`config.mk`:
```
export PLATFORM = sky130hd
export DESIGN_NAME = conv_k_mem_reader
export DESIGN_NICKNAME = d
export VERILOG_FILES = /design/src/rtl/conv_k_mem_reader.sv
export SDC_FILE = /design/constraint.sdc
export NUM_CORES = 1
export LEC_CHECK = 0
export CORE_MARGIN = 2
export CORE_UTILIZATION = 58
export DETAILED_ROUTE_END_ITERATION = 10
export DONT_BUFFER_PORTS = 1
export PLACE_DENSITY = 0.76
export SLEW_MARGIN = 20
export SYNTH_ARGS = -nofsm -noshare
export SYNTH_HDL_FRONTEND = slang
export SYNTH_SLANG_ARGS = --single-unit
```
`constraint.sdc`:
```
create_clock -name clk -period 3.5 [get_ports clk]
set_input_delay 0.175 -clock clk [delete_from_list [all_inputs] [get_ports clk]]
set_output_delay 0.175 -clock clk [all_outputs]
set_load 0.02 [all_outputs]
```
`src/rtl/conv_k_mem_reader.sv`:
```
`default_nettype none
// ============================================================================
// Module   : conv_k_mem_reader
// Purpose  : Multi-lane read-address sequencer for convolution kernel-weight
//            memories. NKERN kernels of KSIZE words are split evenly across
//            LANES read ports; every lane sweeps its own SPAN-word slice in
//            lockstep. The sweep is repeated npass times (one per output
//            pixel) with no bubble between passes.
// Revision : 1.0 - initial release
// ----------------------------------------------------------------------------
// Parameters
//   ADDR_W  width of each lane address
//   KSIZE   words per kernel
//   NKERN   kernels held in memory
//   LANES   parallel read ports (NKERN must be a multiple of LANES)
//   PASS_W  width of the pass-count input
// Ports
//   clk        in   rising-edge clock
//   reset      in   asynchronous, active-high reset
//   start      in   begin a sequence (only looked at while idle)
//   en         in   advance enable; low stalls and holds the address
//   base_addr  in   memory base, captured when start is accepted
//   npass      in   number of sweeps, captured on start; 0 behaves as 1
//   addr       out  lane i at [i*ADDR_W +: ADDR_W], registered
//   valid      out  addr is a live read this cycle
//   busy       out  sequencer is running or signalling done
//   done       out  one-cycle pulse after the final address
//   k_last     out  last word of a kernel (only with CONV_KREAD_KLAST_EN)
// Configuration macro
//   CONV_KREAD_KLAST_EN  adds the k_last port and its per-lane subcounters
// ============================================================================
module conv_k_mem_reader #(
  parameter int ADDR_W = 8,
  parameter int KSIZE  = 25,
  parameter int NKERN  = 6,
  parameter int LANES  = 2,
  parameter int PASS_W = 10
) (
  input  logic                    clk,
  input  logic                    reset,
  input  logic                    start,
  input  logic                    en,
  input  logic [ADDR_W-1:0]       base_addr,
  input  logic [PASS_W-1:0]       npass,
  output logic [LANES*ADDR_W-1:0] addr,
  output logic                    valid,
  output logic                    busy,
`ifdef CONV_KREAD_KLAST_EN
  output logic                    done,
  output logic                    k_last
`else
  output logic                    done
`endif
);

  // --------------------------------------------------------------------------
  // Derived geometry
  // --------------------------------------------------------------------------
  localparam int KPL   = NKERN / LANES;      // kernels per lane
  localparam int SPAN  = KPL * KSIZE;        // words swept per lane per pass
  localparam int OFF_W = (SPAN > 1) ? $clog2(SPAN) : 1;

  localparam logic [OFF_W-1:0] OFF_LAST = OFF_W'(SPAN - 1);

  generate
    if ((LANES < 1) || ((NKERN % LANES) != 0)) begin : g_bad_lanes
      $error("conv_k_mem_reader: NKERN (%0d) must be a multiple of LANES (%0d)",
             NKERN, LANES);
    end
  endgenerate

  // --------------------------------------------------------------------------
  // State encoding
  // --------------------------------------------------------------------------
  localparam logic [1:0] S_IDLE = 2'd0;
  localparam logic [1:0] S_RUN  = 2'd1;
  localparam logic [1:0] S_DONE = 2'd2;

  logic [1:0]              state_q, state_d;
  logic [ADDR_W-1:0]       base_q, base_d;
  logic [PASS_W-1:0]       npass_q, npass_d;
  logic [PASS_W-1:0]       pass_q, pass_d;
  logic [OFF_W-1:0]        off_q, off_d;
  logic [LANES*ADDR_W-1:0] addr_q, addr_d;

  // --------------------------------------------------------------------------
  // Control decodes shared by the FSM and the datapath
  // --------------------------------------------------------------------------
  logic              w_accept;     // start taken this cycle
  logic              w_step;       // offset advances this cycle
  logic              w_off_end;    // sitting on the last word of the slice
  logic              w_last_pass;  // current pass is the final one
  logic              w_finish;     // final address consumed
  logic              w_addr_upd;   // address register loads a new value
  logic [ADDR_W-1:0] w_base_sel;   // base used for the next address

  assign w_accept    = (state_q == S_IDLE) && start;
  assign w_step      = (state_q == S_RUN) && en;
  assign w_off_end   = (off_q == OFF_LAST);
  // npass_q is never 0 once latched, so npass_q-1 cannot underflow in RUN
  assign w_last_pass = (pass_q == (npass_q - PASS_W'(1)));
  assign w_finish    = w_step && w_off_end && w_last_pass;
  // On the final step the address is left alone so it holds into DONE/IDLE
  assign w_addr_upd  = w_accept || (w_step && !w_finish);
  assign w_base_sel  = w_accept ? base_addr : base_q;

  // --------------------------------------------------------------------------
  // FSM: state register
  // --------------------------------------------------------------------------
  always_ff @(posedge clk or posedge reset) begin
    if (reset) begin
      state_q <= S_IDLE;
    end else begin
      state_q <= state_d;
    end
  end

  // --------------------------------------------------------------------------
  // FSM: next-state logic
  // --------------------------------------------------------------------------
  always_comb begin
    state_d = state_q;
    case (state_q)
      S_IDLE: begin
        if (start) begin
          state_d = S_RUN;
        end
      end
      S_RUN: begin
        if (w_finish) begin
          state_d = S_DONE;
        end
      end
      S_DONE: begin
        state_d = S_IDLE;
      end
      default: begin
        state_d = S_IDLE;
      end
    endcase
  end

  // --------------------------------------------------------------------------
  // FSM: outputs
  // valid follows en combinationally so a stall drops it in the same cycle.
  // --------------------------------------------------------------------------
  always_comb begin
    valid = 1'b0;
    busy  = 1'b0;
    done  = 1'b0;
    case (state_q)
      S_RUN: begin
        valid = en;
        busy  = 1'b1;
      end
      S_DONE: begin
        busy  = 1'b1;
        done  = 1'b1;
      end
      default: begin
        valid = 1'b0;
      end
    endcase
  end

  // --------------------------------------------------------------------------
  // Offset / pass counters and latched configuration
  // --------------------------------------------------------------------------
  always_comb begin
    base_d  = base_q;
    npass_d = npass_q;
    off_d   = off_q;
    pass_d  = pass_q;
    if (w_accept) begin
      base_d  = base_addr;
      npass_d = (npass == '0) ? PASS_W'(1) : npass;
      off_d   = '0;
      pass_d  = '0;
    end else if (w_step) begin
      if (w_off_end) begin
        // wrap straight into the next pass with no idle cycle
        off_d = '0;
        if (!w_last_pass) begin
          pass_d = pass_q + PASS_W'(1);
        end
      end else begin
        off_d = off_q + OFF_W'(1);
      end
    end
  end

  // --------------------------------------------------------------------------
  // Per-lane address: base + lane*SPAN + offset, wrapping in ADDR_W bits.
  // Built from off_d so the register already shows the next word.
  // --------------------------------------------------------------------------
  for (genvar g = 0; g < LANES; g++) begin : g_lane
    localparam logic [ADDR_W-1:0] LANE_BASE = ADDR_W'(g * SPAN);

    assign addr_d[g*ADDR_W +: ADDR_W] = w_addr_upd
        ? (w_base_sel + LANE_BASE + ADDR_W'(off_d))
        : addr_q[g*ADDR_W +: ADDR_W];
  end

  always_ff @(posedge clk or posedge reset) begin
    if (reset) begin
      base_q  <= '0;
      npass_q <= '0;
      pass_q  <= '0;
      off_q   <= '0;
      addr_q  <= '0;
    end else begin
      base_q  <= base_d;
      npass_q <= npass_d;
      pass_q  <= pass_d;
      off_q   <= off_d;
      addr_q  <= addr_d;
    end
  end

  assign addr = addr_q;

`ifdef CONV_KREAD_KLAST_EN
  // --------------------------------------------------------------------------
  // Kernel-boundary flag. A mod-KSIZE subcounter per lane avoids a divider;
  // lanes move in lockstep, so the flags are AND-ed into one output.
  // --------------------------------------------------------------------------
  localparam int               KC_W    = (KSIZE > 1) ? $clog2(KSIZE) : 1;
  localparam logic [KC_W-1:0]  KC_LAST = KC_W'(KSIZE - 1);

  logic [LANES-1:0] lane_klast;

  for (genvar g = 0; g < LANES; g++) begin : g_kcnt
    logic [KC_W-1:0] kcnt_q, kcnt_d;

    always_comb begin
      kcnt_d = kcnt_q;
      if (w_accept) begin
        kcnt_d = '0;
      end else if (w_step) begin
        // slice end always coincides with a kernel end, wrap there too
        kcnt_d = (w_off_end || (kcnt_q == KC_LAST)) ? '0 : (kcnt_q + KC_W'(1));
      end
    end

    always_ff @(posedge clk or posedge reset) begin
      if (reset) begin
        kcnt_q <= '0;
      end else begin
        kcnt_q <= kcnt_d;
      end
    end

    assign lane_klast[g] = (kcnt_q == KC_LAST);
  end

  assign k_last = valid && (&lane_klast);
`endif

endmodule
`default_nettype wire

```
* Word-level counts from Yosys, hierarchy flattened *
Cells that the tools add are included.

storage, ports and cells
  flip-flop bits (word level) = 53
  bits in latches = 0
  bits in writable memories = 0
  bits in read-only memories = 0
  output and inout bits = 19
  logic and storage cells = 48
  memories kept = 0

cells by class
  $add $sub $neg = 6
  multiply operators = 0
  divide/modulo/power cells = 0
  $lt $le $gt $ge = 0
  equal/unequal tests = 7
  shifts and indexed selects = 0
  muxes and demuxes = 15
  bitwise operators = 0
  reduce and logical (&&, ||, !) cells = 14

operators with widths
  kind                   count
  $mux 10                5
  $mux 7                 3
  $add 8x7->8            2
  $add 10x1->10 const B  1
  $eq 10x10->1           1
  $logic_not 10->1       1
  $sub 10x1->10 const B  1
  $add 8x7->8 const B    1
  $mux 8                 1
  $add 7x1->7 const B    1
  $eq 7x7->1 const B     1
  $ne 2x2->1 const B     3
  $logic_and 1x1->1      5
  $mux 2                 2
  $pmux 2 s2             1
  $reduce_bool 2->1      2
  $mux 1                 3
  $reduce_and 3->1       1
  $eq 2x1->1 const B     1
  $eq 2x2->1 const B     1
  $logic_not 2->1        1
  $reduce_and 2->1       1
  $reduce_or 2->1        1
  $logic_not 1->1        1
  $logic_or 1x1->1       1

* Depth between registers and ports, before layout *
  depth after elaboration = 7
  depth in mapped cells = 19
  depth with buffers taken out = 18

* Worst setup path after synthesis *
No wires, ideal clock.

  kind = register to register
  from = reg state_q[1]
  to = reg addr_q[15] (netlist: addr[15])
  data arrival time = 3597 ps
  required time = 3375 ps
  setup slack = -221 ps
  cell stages (with the launch flop) = 19
  buffers on the path = 1
  clock period less this slack = 3721 ps
  cells stage by stage = dfrtp_1 -> inv_1 -> ha_1 -> and2_1 -> clkbuf_1 -> nand4b_1 -> nand2_1 -> a211oi_1 -> ha_1 -> inv_1 -> ha_1 -> fa_1 -> nor2b_1 -> o21ai_0 -> nand2b_1 -> a21oi_1 -> o21bai_1 -> xnor2_1 -> mux2_2

between the ends
  elaborated cells between the ends (all ways) = 14
  those cells by class = add/sub (2); eq/ne (1); mux (3); reduce/logical (8)

RTL lines
  item                      line  source
  start: declaration        79    logic [1:0] state_q, state_d;
  start signal: assignment  114   state_q <= state_d;
  $eq 2x1->1                98    assign w_step = (state_q == S_RUN) && en;
  $logic_and 1x1->1         98
  $mux 7                    179   end else if (w_step) begin
  $mux 7 (*)                174   if (w_accept) begin
  named net off_d[1]        83    logic [OFF_W-1:0] off_q, off_d;
  $add 8x7->8 (*)           200   ? (w_base_sel + LANE_BASE + ADDR_W'(off_d))
  end signal: assignment    216   addr_q <= addr_d;
  end: declaration          84    logic [LANES*ADDR_W-1:0] addr_q, addr_d;

Mark *: on every way through the listed nets, which the timed path passes. The rest lies on a longest branch.
A chain may end at the register's enable or synchronous reset.

* Worst setup path in the final report *
  from = reg state_q[1]
  to = reg addr_q[6] (netlist: addr[6])

Same word-level chain as after synthesis.

==> impl_metrics.tcl <==
set metrics [dict create \
    vias 2648 \
    dr.pass1.iters 4 \
    worst_pin_slew_ns 0.943 \
    min_period_ns 3.30 \
    fin_ws_ns 0.204 \
    yosysSeqAreaShare_pct 38.1 \
    vdd_drop_max_uv 571 \
    cp.required_ns 3.70 \
    drive_gt1_share_pct 11.9 \
    die_area_um2 6630 \
    rrSetupSlack_ns 0.20 \
    yosysWarnings 0 \
    avgSynthCellArea_um2 9.28 \
    setup_viol 0 \
    cp-end-kind "flip-flop" \
    crit_arrival_ns 3.50 \
    fin_nets 440 \
    path_buf_inv 5 \
    r2r_end "addr[6]" \
    io_pins 41 \
    syn_area_um2 3480 \
    power.density_nw_per_um2 834 \
    vias_per_cell 5.72 \
    row_count 28 \
    route.detailed.drc 0 \
    critical_path.max_stage_delay_ns 0.40 \
    slowest_stage "fa_1" \
    final_cell_mix "nand2_1, dfrtp_1, ha_1, inv_1" \
    drv_slew 0 \
    tns_ns 0 \
    ys_seq_elements 53 \
    use_met3_pct 4.84 \
    relSlewSlack_pct 37.0 \
    cts_max_level 2 \
    fp.dieW_um 81.5 \
    status "completed" \
    total_power_uw 3190 \
    place_area_um2 3580 \
    fin_skew_ns 0.0119 \
    cp_max_fo 8 \
    postRouteAntennaNets 0 \
    die_h_um 81.5 \
    grt_util_met2_pct 40.7 \
    holdWs_ns 0.0183 \
    syn-num-nets 428 \
    grt_most_used_layer "met2" \
    grt_overflow_total 0 \
    area_growth_pct 10.0 \
    grt_pass1_vias 2546 \
    clock-sinks 53 \
    critPathKind "reg2reg" \
    holdPathEnd "npass_q[0]" \
    grt_use_total_pct 22.7 \
    period_share_pct 94.2 \
    worstPathCellList "inv_2 -> ha_1 -> and2_1 -> buf_6 -> and4b_1 -> or3_1 -> inv_1 -> ha_1 -> inv_1 -> fa_1 -> inv_1 -> a31oi_1 -> o21ba_2 -> xnor2_1 -> mux2_1" \
    cp_common_cell "inv_1" \
    first_iter_violations 159 \
    cts-buffers-inserted 5 \
    grt_first_pass_wirelength_um 11600 \
    core_region_area_um2 5850 \
    synth_top_flop_cell "dfrtp_1" \
    start_util_pct 59.5 \
    dp_hpwl_um 5220 \
    synth_edf_count 0 \
    cp-start-kind "flip-flop" \
    maxCapViolCount 0 \
    diodes 0 \
    path_clk_slew_ns 0.10 \
    dp_slack_ns 0.0741 \
    hold_depth 2 \
    antenna_found_initial 0 \
    tritoncts "built" \
    r2r-start "state_q[1]" \
    final_common_cell "nand2_1" \
    routed_wirelength_um 7130 \
    cp_num_cells 15 \
    wl_per_cell_um 15.4 \
    grt_max_degree 54 \
    place.gp.congestion 0.910 \
    hold_violations 0 \
    netlist_instances 375 \
    cp_top_family "adder cells" \
    synthArstFlopShare_pct 100 \
    final_cell_area_um2 3830 \
    max_freq_mhz 303 \
    hold_path.class "in2reg" \
    leakage_uw 0.00181 \
    ys_types 48 \
    reg2regPathDepth 15 \
    clk_latency_ns 0.31 \
    hold_path.startpoint "npass[0]" \
    clock_tree.buffer_depth 2 \
    port_buffers 0 \
    grt_use_met1_pct 27.3 \
    cts.root.buffer_cell "clkbuf_8" \
]
[timing repair]
item                                    in CTS  in global routing
hold buffers                                 9                  1
resized for setup                            0                 13
hold endpoints to repair                     9                 31
setup buffers                                0                  2
endpoints found under the setup margin       0                  3
[where the power goes]
| part | switching [uW] | total [uW] | leakage [uW] | internal (uW) |
|---|---|---|---|---|
| sequential | 312 | 1150 | 0.000671 | 836 |
| clock | 209 | 352 | 0.0000445 | 142 |
| combinational | 914 | 1690 | 0.00109 | 778 |
[flip-flops by register name, indices dropped and copies added (netlist names)]
name     flops
base_q       8
addr        16
pass_q      10
state_q      2
off_q        7
npass_q     10
[how the worst max path moves through the flow]
stage	startpoint	to	slack [ns]
final	state_q[1]	addr[6]	0.20
after global routing	off_q[0]	addr[15]	-0.04
after CTS	off_q[0]	addr[15]	0.07
after detailed placement	off_q[0]	addr[15]	0.07
after global placement	off_q[0]	addr[15]	0.17
after floorplan	state_q[1]	addr[15]	0.03
[cell families (layout without fill, tap and decap cells)]
family / count (synthesis) / after routing / synth area share, %
simple gates: 142 / 142 / 19.6
buf+inv: 43 / 56 / 4.85
compound gates: 55 / 55 / 11.0
xor+xnor: 27 / 27 / 6.80
mux: 24 / 24 / 7.48
flops: 53 / 53 / 38.1
fa+ha+maj: 31 / 31 / 12.2
[layout make-up]
type / count / area (um^2)
multi-input cells: 279 / 2030
fillers: 466 / 2020
flip-flops and latches: 53 / 1330
repair buffers: 21 / 186
inverters: 27 / 103
well taps: 75 / 93.8
clock buffers: 5 / 68.8
clock inverters: 3 / 21.3
[through the flow]
step                      instances  util [%]
after floorplan                 375         -
after global placement          443      61.2
after detailed placement        443      61.2
after CTS                       460      64.2
after global routing            463      65.4
final                           463      65.4
[per-layer routing]
metal  part of all wire, %  up-vias
li1                      -     1288
met4                   1.4        0
met1                    41     1293
met3                   4.2       10
met5                     0        -
met2                    53       57
[Yosys cell counts (all sizes together) (3+ instances only)]
cell type	n	share of area (%)
nand2	66	7.1
dfrtp	53	38
inv	27	2.9
ha	26	9.3
nor2	20	2.2
xnor2	18	4.5
mux2	16	5.2
a21oi	13	2.2
clkbuf	12	1.3
o21ai	12	1.7
or3	9	1.6
xor2	9	2.3
mux2i	8	2.3
and2	6	1.1
nand2b	6	1.1
nand3	6	0.86
fa	5	2.9
nand4	5	0.90
nor2b	5	0.90
nor3	5	0.72
a31o	4	1.0
a31oi	4	0.72
buf	4	0.65
o211ai	4	0.86
a211oi	3	0.79
nor4	3	0.54
o21bai	3	0.65
Power figures use the tool's default switching activity.
